===== src/rtl/uart_rx_fifo.sv =====
// rtl/uart_rx_fifo.sv - UART receiver with 16x oversampling, majority vote and show-ahead receive FIFO
module uart_rx_fifo #(
    parameter int DEPTH = 16,
    parameter int DIV_W = 16
) (
    input  logic                   clk_r,
    input  logic                   r_r,
    input  logic                   d_in,
    input  logic [DIV_W-1:0]       div,
    input  logic [1:0]             d_len,
    input  logic [1:0]             para,
    input  logic                   s_num,
    input  logic                   rd_en,
    input  logic                   ovr_clr,
    output logic [7:0]             data_out,
    output logic                   err_p,
    output logic                   err_frame,
    output logic                   rx_brk,
    output logic                   rx_valid,
    output logic                   err_ovr,
    output logic [$clog2(DEPTH):0] count
);
    localparam int AW = $clog2(DEPTH);
    localparam logic [AW:0] FULL = (AW+1)'(DEPTH);

    typedef enum logic [2:0] {IDLE, START, DATA, PAR, STOP, WAIT_HI} state_t;

    state_t           state;
    logic             d_m, d_s;
    logic [DIV_W-1:0] bcnt, div_l;
    logic [3:0]       os;
    logic [1:0]       len_l, par_l;
    logic             stop_l, stop_idx;
    logic [2:0]       n;
    logic [7:0]       data;
    logic             perr, pbit;
    logic             s0, s1;
    logic             tick, mid, bit_end, bitv, push, exp_par;
    logic [10:0]      entry;

    logic [10:0]      mem [DEPTH];
    logic [AW-1:0]    wr_ptr, rd_ptr;
    logic [AW:0]      cnt;
    logic             full, pop, wr_ok;
    logic [10:0]      head;

    // Two-flop synchronizer; resets to the idle (high) line level
    always_ff @(posedge clk_r) begin
        if (r_r) begin
            d_m <= 1'b1;
            d_s <= 1'b1;
        end else begin
            d_m <= d_in;
            d_s <= d_m;
        end
    end

    // Oversample timing, majority resolve and the push decision for the last stop bit
    always_comb begin
        tick    = (state inside {START, DATA, PAR, STOP}) && (bcnt == div_l);
        mid     = tick && (os == 4'd9);
        bit_end = tick && (os == 4'd15);
        bitv    = (s0 & s1) | (s0 & d_s) | (s1 & d_s);
        exp_par = (par_l == 2'b10) ? ^data : ~^data;
        push    = (state == STOP) && mid && (!bitv || (stop_idx == stop_l));
        entry   = {(!bitv && (data == 8'h00) && !pbit), !bitv, perr, data};
    end

    // Frame FSM: baud/oversample counters, bit capture and per-frame configuration
    always_ff @(posedge clk_r) begin
        if (r_r) begin
            state    <= IDLE;
            bcnt     <= '0;
            div_l    <= '0;
            os       <= 4'd0;
            len_l    <= 2'd0;
            par_l    <= 2'd0;
            stop_l   <= 1'b0;
            stop_idx <= 1'b0;
            n        <= 3'd0;
            data     <= 8'h00;
            perr     <= 1'b0;
            pbit     <= 1'b0;
            s0       <= 1'b0;
            s1       <= 1'b0;
        end else begin
            if (state == IDLE || state == WAIT_HI || bcnt == div_l)
                bcnt <= '0;
            else
                bcnt <= bcnt + DIV_W'(1);
            if (tick) begin
                os <= os + 4'd1;
                if (os == 4'd7) s0 <= d_s;
                if (os == 4'd8) s1 <= d_s;
            end
            case (state)
                IDLE: if (!d_s) begin
                    os       <= 4'd0;
                    div_l    <= div;
                    len_l    <= d_len;
                    par_l    <= para;
                    stop_l   <= s_num;
                    stop_idx <= 1'b0;
                    n        <= 3'd0;
                    data     <= 8'h00;
                    perr     <= 1'b0;
                    pbit     <= 1'b0;
                    state    <= START;
                end
                START: begin
                    if (mid && bitv)
                        state <= IDLE;
                    else if (bit_end)
                        state <= DATA;
                end
                DATA: begin
                    if (mid) data[n] <= bitv;
                    if (bit_end) begin
                        if (n == ({1'b0, len_l} + 3'd4))
                            state <= (par_l != 2'b00) ? PAR : STOP;
                        else
                            n <= n + 3'd1;
                    end
                end
                PAR: begin
                    if (mid) begin
                        pbit <= bitv;
                        perr <= (bitv != exp_par);
                    end
                    if (bit_end) state <= STOP;
                end
                STOP: begin
                    if (push)
                        state <= bitv ? IDLE : WAIT_HI;
                    else if (bit_end)
                        stop_idx <= 1'b1;
                end
                WAIT_HI: if (d_s) state <= IDLE;
                default: state <= IDLE;
            endcase
        end
    end

    always_comb begin
        full  = (cnt == FULL);
        pop   = rd_en && (cnt != '0);
        wr_ok = push && (!full || pop);
    end

    // FIFO storage write; contents are only observed through the valid-gated head
    always_ff @(posedge clk_r) begin
        if (wr_ok) mem[wr_ptr] <= entry;
    end

    // FIFO pointers, occupancy and sticky overrun
    always_ff @(posedge clk_r) begin
        if (r_r) begin
            wr_ptr  <= '0;
            rd_ptr  <= '0;
            cnt     <= '0;
            err_ovr <= 1'b0;
        end else begin
            if (wr_ok) wr_ptr <= wr_ptr + AW'(1);
            if (pop)   rd_ptr <= rd_ptr + AW'(1);
            case ({wr_ok, pop})
                2'b10:   cnt <= cnt + (AW+1)'(1);
                2'b01:   cnt <= cnt - (AW+1)'(1);
                default: cnt <= cnt;
            endcase
            if (push && full && !pop)
                err_ovr <= 1'b1;
            else if (ovr_clr)
                err_ovr <= 1'b0;
        end
    end

    // Show-ahead head; all head fields read 0 while empty
    always_comb begin
        head      = mem[rd_ptr];
        rx_valid  = (cnt != '0);
        data_out  = rx_valid ? head[7:0] : 8'h00;
        err_p     = rx_valid & head[8];
        err_frame = rx_valid & head[9];
        rx_brk    = rx_valid & head[10];
        count     = cnt;
    end
endmodule


===== config.mk =====
export PLATFORM = sky130hd
export DESIGN_NAME = uart_rx_fifo
export DESIGN_NICKNAME = d
export VERILOG_FILES = /design/src/rtl/uart_rx_fifo.sv
export SDC_FILE = /design/constraint.sdc
export NUM_CORES = 1
export LEC_CHECK = 0
export BUFFER_PORTS_ARGS = -buffer_cell sky130_fd_sc_hd__buf_2
export CORE_ASPECT_RATIO = 0.75
export CORE_MARGIN = 10
export CORE_UTILIZATION = 30
export DETAILED_ROUTE_END_ITERATION = 7
export SYNTH_ARGS = -nofsm -noshare
export SYNTH_HDL_FRONTEND = slang
export SYNTH_SLANG_ARGS = --single-unit

===== constraint.sdc =====
create_clock -name clk_r -period 4.6 [get_ports clk_r]
set_clock_uncertainty 0.2 [all_clocks]
set_input_delay 0.92 -clock clk_r [delete_from_list [all_inputs] [get_ports clk_r]]
set_output_delay 0.92 -clock clk_r [all_outputs]
set_load 0.01 [all_outputs]

==> flow_summary.yaml, run 1 <==
status:
  status: "finished clean"
floorplanning:
  dieArea_um2: 44300
  fp.dieW_um: 240
  start_util_pct: 30.3
  core_region_area_um2: 35800
  die_h_um: 185
  io_pins: 44
  placementRows: 60
critical_path:
  reg2reg_slack_ps: 1350
  worstPathMaxFanout: 24
  required_ps: 3480
  crit_end: "err_frame"
  critPathKind: "flop to output pin"
  reg2reg_depth: 9
  arrival_ps: 2660
  start_kind: "flop"
  rr_endpoint: "count[4]"
  reg2reg_from: "state[2]"
  cp-end-kind: "output pin"
logic_synthesis:
  synth_edf_count: 176
  seq_area_frac_synth_pct: 63.4
  syn_avg_cell_area_um2: 14.2
  synth.distinct_cells: 60
  async_flop_share_pct: 0
  ys_ff_latch: 256
  syn_nets: 808
  synth_ff_type: "edfxtp_1"
  syn-cell-area_um2: 10900
  syn_inst: 766
  yosysWarningCount: 0
clock_network:
  cts_hold_buf: 0
  clk_latency_ps: 540
  cts_tree: "built"
  clk_pin_slew_ps: 60
  clk_path_buf_depth: 3
  htreeDepth: 1
  clockRootBuffer: "clkbuf_16"
  cts_resized: 0
  numCtsBuffers: 26
  postCtsSetupBuffers: 0
  cts.sinks: 256
layout:
  syn_to_final_growth_pct: 16.0
  layout.nets: 864
  post-route-util_pct: 35.2
  drive_above_1_share_pct: 23.6
  design_area_um2: 12600
  n_antenna_cell: 0
route:
  routed_wl_um: 23600
  wl_per_cell_um: 18.0
  dr_total_vias: 6315
  drt_iter0_markers: 492
  antenna_left: 0
  drc: 0
  viasPerCell: 4.83
  drt_first_pass_iters: 5
global_route:
  grtUsageTotal_pct: 10.6
  grt_overflow_total: 0
  grt_start_max_net_pins: 51
  grt_pass1_vias: 6321
  antenna_found_initial: 2
  grt_pass1_wl_um: 37000
sta:
  finalMaxSlewViolations: 0
  fin_crit_sh_pct: 82.2
  fin_crit_ps: 3780
  worst_hold_slack_ps: 237
  fin_ws_ps: 818
  maxSlewHeadroom_pct: 34.8
  tightest_slew_ps: 975
  fin_tns_setup_ps: 0
  hold_viol_final: 0
  finalSetupViolations: 0
  grt_setup_unrepaired: "no"
  max_freq_mhz: 264
placement:
  portBuffers: 43
  dpl_worst_slack_ps: 1330
  dpl.hpwl_um: 14600
  dpl_cell_area_um2: 11800
  place.gp.congestion: 0.788
job:
  maxCapViolCount: 0
power:
  cellPowerDensity_nw_per_um2: 471
  p_leak_nw: 4.14
  ir_drop_v: 0.000279
hold_path:
  min_path_type: "flop to flop"
-- per-layer routing --
layer	global-route usage, %	vias to the layer above	part of all wire [%]
met5	0	-	0.13
met4	2.57	4	1.7
met3	2.32	36	5.3
met2	16.8	119	45
met1	14.7	3154	47
li1	-	3002	-
-- cell families (layout without fill, tap and decap cells) --
logic type	after synthesis	in the layout	synth area share [%]
buffers and inverters	67	143	2.59
flip-flops	256	256	63.4
adder cells (fa/ha/maj)	17	17	1.94
XOR/XNOR	44	44	3.55
AO/OA/AOI/OAI	92	92	5.23
multiplexers	60	60	11.9
AND/OR/NAND/NOR	230	230	11.4
-- cells in the mapped netlist (13+ instances only) --
library cell	instances	area share (%)
xnor2_1	13	1.0
nor4_1	13	0.75
mux4_2	55	11
o21ai_0	15	0.69
nand2_1	59	2.0
a21oi_1	50	2.3
xor2_1	31	2.5
dfxtp_1	80	15
clkbuf_1	28	0.97
nor2_1	56	1.9
nand3_1	13	0.60
and2_1	14	0.81
ha_1	16	1.8
inv_1	28	0.97
edfxtp_1	176	49
-- metrics by stage --
stage / total power [mW] / instances
after detailed placement: 3.93 / 1259
after CTS: 6.02 / 1307
after global placement: 3.92 / 1259
final: 5.93 / 1307
after floorplan: 3.58 / 766
after global routing: 6.23 / 1307
-- cell usage in the layout (no fill, tap or decap), types with 3 or more instances in the layout --
cell       netlist  routed
a31oi_1          3       3
o21ai_0         15      15
o31ai_1          3       3
mux2i_1          3       3
mux4_2          55      55
clkinv_1         0       3
dfxtp_1         80      78
or2_2            5       5
nand2_1         59      59
buf_4            0      23
nand4_1          6       6
or4_1            4       4
xnor2_1         13      13
or3_1            9       9
edfxtp_1       176     176
nand3_1         13      13
o32ai_1         10      10
nor4_2           4      17
clkbuf_1        28       6
inv_1           28      28
clkinv_2         0       4
ha_1            16      16
and4_1           3       3
nand3b_1         7       7
a21oi_1         50      50
clkbuf_16        0      26
nand2b_1         4       4
nor2b_1          5       5
nor3_1          10      10
xor2_1          31      31
nor2_1          56      56
and2_1          14      14
buf_2            6      43
-- state kept, by name, summed over array words and instances, names as in the netlist, 2 cells and up, named ones only --
name,count
mem,176
rd_ptr,4
state,3
os,4
len_l,2
par_l,2
wr_ptr,4
div_l,16
n,3
data,8
count,5
bcnt,16
-- worst max-delay path: stages, from the launching register on --
cell and delay [ps]:
dfxtp_2 330, buf_4 420, mux4_2 580, mux4_2 480
and2_1 180, buf_2 140
-- how the worst min path moves through the flow --
stage / startpoint / endpoint / slack (ps) / cells after the start
floorplan: d_m / d_s / 190 / 1
detailed placement: d_m / d_s / 230 / 1
global route: d_m / d_s / 260 / 1
CTS: d_m / d_s / 250 / 1
finish: d_m / d_s / 240 / 1
global placement: d_m / d_s / 240 / 1
-- report_power, final --
group          internal (mW)  switching, mW
combinational          0.632          0.658
clock                   1.20          0.876
sequential              2.49         0.0798
-- layout make-up --
cell class / instances / area (µm²)
Tap cell: 465 / 582
Clock inverter: 13 / 133
Sequential cell: 256 / 6890
Fill cell: 3437 / 23200
Multi-Input combinational cell: 443 / 3770
Inverter: 28 / 105
Timing Repair Buffer: 67 / 408
Clock buffer: 35 / 708
(Power assumes the default switching activity.)
==> inputs of run 2 (changes only) <==
clock period = 3.8 ns   (was 4.6 ns; I/O delays follow)
==> flow_summary.yaml, run 2 (synthesis gave the netlist of run 1 again) <==
critical_path:
  critPathMaxStageDelay_ps: 650
  worstPathMaxFanout: 44
  arrival_ps: 2680
  crit_top_cell: "mux4_2"
  required_ps: 2840
  start_kind: "flop"
  crit_chain: "buf_12, mux4_2, mux4_2, and2_1, buf_2"
  slowest_stage: "mux4_2"
  critPathKind: "flop to output pin"
  cp-end-kind: "output pin"
layout:
  design_area_um2: 12700
  largest_register_ffs: 176
  ff_latch_area_um2: 6890
  n_antenna_cell: 0
  reg_top3: "mem: 176 flops, bcnt: 16 flops, div_l: 16 flops"
  syn_to_final_growth_pct: 16.6
  final_cell_mix: "edfxtp_1 (176), dfxtp_1 (78), nand2_1 (59)"
  drive_above_1_share_pct: 24.3
  layout.nets: 868
  multi_input_area_um2: 3770
  final_common_cell: "edfxtp_1"
  post-route-util_pct: 35.4
  fillerInstances: 3405
  largest_register: "mem"
clock_network:
  numCtsBuffers: 26
  htreeDepth: 1
  cts_hold_buf: 0
  clk_pin_slew_ps: 70
  clk_path_buf_depth: 3
  clockRootBuffer: "clkbuf_16"
  clk_latency_ps: 540
  cts_resized: 0
  cts.sinks: 256
  cts_tree: "built"
  postCtsSetupBuffers: 0
route:
  drt_iter0_markers: 516
  routed_wl_um: 23900
  drt_first_pass_iters: 5
  antenna_left: 0
  drc: 0
  viasPerCell: 4.85
  wl_per_cell_um: 18.2
  dr_total_vias: 6355
status:
  status: "finished clean"
global_route:
  grtUsageTotal_pct: 10.9
  grt_pass1_vias: 6149
  grt_overflow_total: 0
  grt_start_max_net_pins: 45
  antenna_found_initial: 3
  grt_pass1_wl_um: 37300
sta:
  fin_crit_ps: 3640
  fin_crit_sh_pct: 95.8
  finalSetupViolations: 0
  grt_setup_unrepaired: "no"
  finalMaxSlewViolations: 0
  max_freq_mhz: 275
  tightest_slew_ps: 835
  hold_viol_final: 0
  maxSlewHeadroom_pct: 44.3
  fin_ws_ps: 160
  worst_hold_slack_ps: 205
  fin_tns_setup_ps: 0
floorplanning:
  fp.dieW_um: 240
  dieArea_um2: 44300
  io_pins: 44
  start_util_pct: 30.3
  die_h_um: 185
  placementRows: 60
  core_region_area_um2: 35800
placement:
  place.gp.congestion: 0.767
  portBuffers: 43
  dpl.hpwl_um: 15700
  dpl_worst_slack_ps: 572
  dpl_cell_area_um2: 11800
power:
  ir_drop_v: 0.000328
  cellPowerDensity_nw_per_um2: 575
  p_leak_nw: 4.17
job:
  maxCapViolCount: 0
hold_path:
  min_path_type: "flop to flop"
==> run 2: changes by cell type in the layout (fill, tap and decap cells not counted), sizes merged <==
cell / change
clkinv: -5
buf: +4
clkinvlp: +3
clkbuf: +1
inv: +1
==> run 2: area by class of cell <==
class | instances | area share, %
flip-flops and latches | 256 | 54.4
multi-input cells | 443 | 29.8
clock buffers | 36 | 5.75
well taps | 465 | 4.59
repair buffers | 71 | 3.56
clock inverters | 12 | 1.09
inverters | 28 | 0.830
==> run 2: worst paths after layout <==
check,startpoint,to,slack [ps],cells after the start
worst max-delay path,flop,err_frame,160,5
worst min-delay path,d_m,d_s,210,1
worst max register to register,state[2],count[4],560,9
worst min register to register,d_m,d_s,210,1
==> run 2: per-layer routing <==
metal | global-route usage, % | vias up | share of wire, %
li1 | - | 3006 | -
met1 | 16.4 | 3157 | 49
met2 | 15.3 | 168 | 42
met3 | 2.90 | 24 | 7.1
met4 | 1.88 | 0 | 1.3
met5 | 0 | - | 0
==> run 2: worst max-delay path: cells and delay by family, from the launching register on <==
family        cells  cell delay (ps)
mux               2             1130
buf+inv           2              450
flops             1              340
simple gates      1              160
==> run 2: stage by stage <==
step | cells | power [mW]
detailed placement | 1263 | 4.82
finish | 1311 | 7.29
global route | 1311 | 7.65
floorplan | 766 | 4.33
CTS | 1311 | 7.40
global placement | 1263 | 4.81
==> run 2: where the power goes <==
part	total, mW	switching (mW)	internal, mW
sequential	3.11	0.0963	3.01
combinational	1.62	0.850	0.772
clock	2.56	1.07	1.49
total	7.29	2.02	5.27
==> inputs of run 3 (changes only) <==
CORE_ASPECT_RATIO = unset   (was 0.75)
==> flow_summary.yaml, run 3 (synthesis gave the netlist of run 1 again) <==
power:
  cellPowerDensity_nw_per_um2: 569
  p_total_mw: 7.19
  p_leak_nw: 4.16
  ir_drop_v: 0.000327
job:
  maxCapViolCount: 0
route:
  viasPerCell: 4.84
  routed_wl_um: 22700
  antenna_left: 0
  drt_first_pass_iters: 5
  wl_per_cell_um: 17.3
  drc: 0
  dr_total_vias: 6319
  drt_iter0_markers: 384
floorplanning:
  placementRows: 69
  die_h_um: 210
  start_util_pct: 30.5
  fp.dieW_um: 210
  io_pins: 44
  core_region_area_um2: 35700
  dieArea_um2: 44200
sta:
  finalSetupViolations: 0
  max_freq_mhz: 284
  grt_setup_unrepaired: "no"
  fin_crit_ps: 3520
  maxSlewHeadroom_pct: 51.3
  finalMaxSlewViolations: 0
  hold_viol_final: 0
  fin_crit_sh_pct: 92.8
  tightest_slew_ps: 725
  fin_tns_setup_ps: 0
layout:
  drive_above_1_share_pct: 24.1
  largest_register: "mem"
  reg_top3: "mem: 176 flops, bcnt: 16 flops, div_l: 16 flops"
  ff_latch_area_um2: 6890
  layout.nets: 868
  largest_register_ffs: 176
  final_cell_mix: "edfxtp_1 (176), dfxtp_1 (78), nand2_1 (59)"
  fillerInstances: 3409
  syn_to_final_growth_pct: 16.3
  n_antenna_cell: 0
  multi_input_area_um2: 3770
  final_cells: 1306
  final_common_cell: "edfxtp_1"
placement:
  place.gp.congestion: 0.800
  dpl.hpwl_um: 14800
  placedCellCount: 1259
  portBuffers: 43
clock_network:
  clockRootBuffer: "clkbuf_16"
  clk_pin_slew_ps: 70
  postCtsSetupBuffers: 0
  clk_path_buf_depth: 3
  cts.sinks: 256
  cts_tree: "built"
  cts_hold_buf: 0
  cts_resized: 0
  numCtsBuffers: 26
  htreeDepth: 1
  clk_latency_ps: 540
global_route:
  grt_start_max_net_pins: 45
  grtUsageTotal_pct: 10.1
  grt_pass1_vias: 6294
  grt_overflow_total: 0
  grt_pass1_wl_um: 36000
  antenna_found_initial: 1
critical_path:
  required_ps: 2840
  critPathKind: "flop to output pin"
  worstPathMaxFanout: 33
  cp-end-kind: "output pin"
  arrival_ps: 2560
  start_kind: "flop"
hold_path:
  min_path_type: "input port to flop"
status:
  status: "finished clean"
[run 3: cell count changes in the layout (fill, tap and decap cells not counted), sizes merged]
cell,change
bufinv,+1
clkinv,+11
inv,-3
clkbuf,-8
clkinvlp,-2
[run 3: through the flow]
stage | hold slack [ps] | area (µm²) | worst slack, ps | util (%)
floorplan | 189 | 10900 | 463 | -
global placement | 241 | 11800 | 631 | 33.1
detailed placement | 239 | 11800 | 582 | 33.1
CTS | 212 | 12600 | 227 | 35.4
global route | 220 | 12600 | 173 | 35.4
finish | 229 | 12600 | 275 | 35.4
[run 3: worst max-delay path: stages, from the launching register on]
cell	delay [ps]
dfxtp_2	350
buf_12	260
mux4_2	550
mux4_2	490
and2_1	190
buf_2	140
[run 3: path summary, 6_finish.rpt]
check / start / to / slack (ps) / depth (start not counted)
max: flop / data_out[1] / 280 / 5
min: d_in / d_m / 230 / 2
max reg2reg: state[2] / count[4] / 550 / 9
min reg2reg: d_m / d_s / 260 / 1
[run 3: power by group]
group,switching (mW),internal (mW)
combinational,0.802,0.777
sequential,0.0934,3.01
clock,1.05,1.46
total,1.95,5.24
[run 3: cell type report]
class                   instances  area share, %
flip-flops and latches        256           54.5
multi-input cells             443           29.9
clock buffers                  28           5.21
well taps                     461           4.56
repair buffers                 71           3.56
clock inverters                19           1.44
inverters                      28          0.832
[run 3: per-layer routing]
| metal | vias up | GRT usage, % | share of wire (%) |
|---|---|---|---|
| met4 | 0 | 2.10 | 1.6 |
| met3 | 26 | 1.74 | 4.4 |
| met5 | - | 0 | 0 |
| met1 | 3153 | 13.5 | 45 |
| li1 | 3010 | - | - |
| met2 | 130 | 16.9 | 49 |
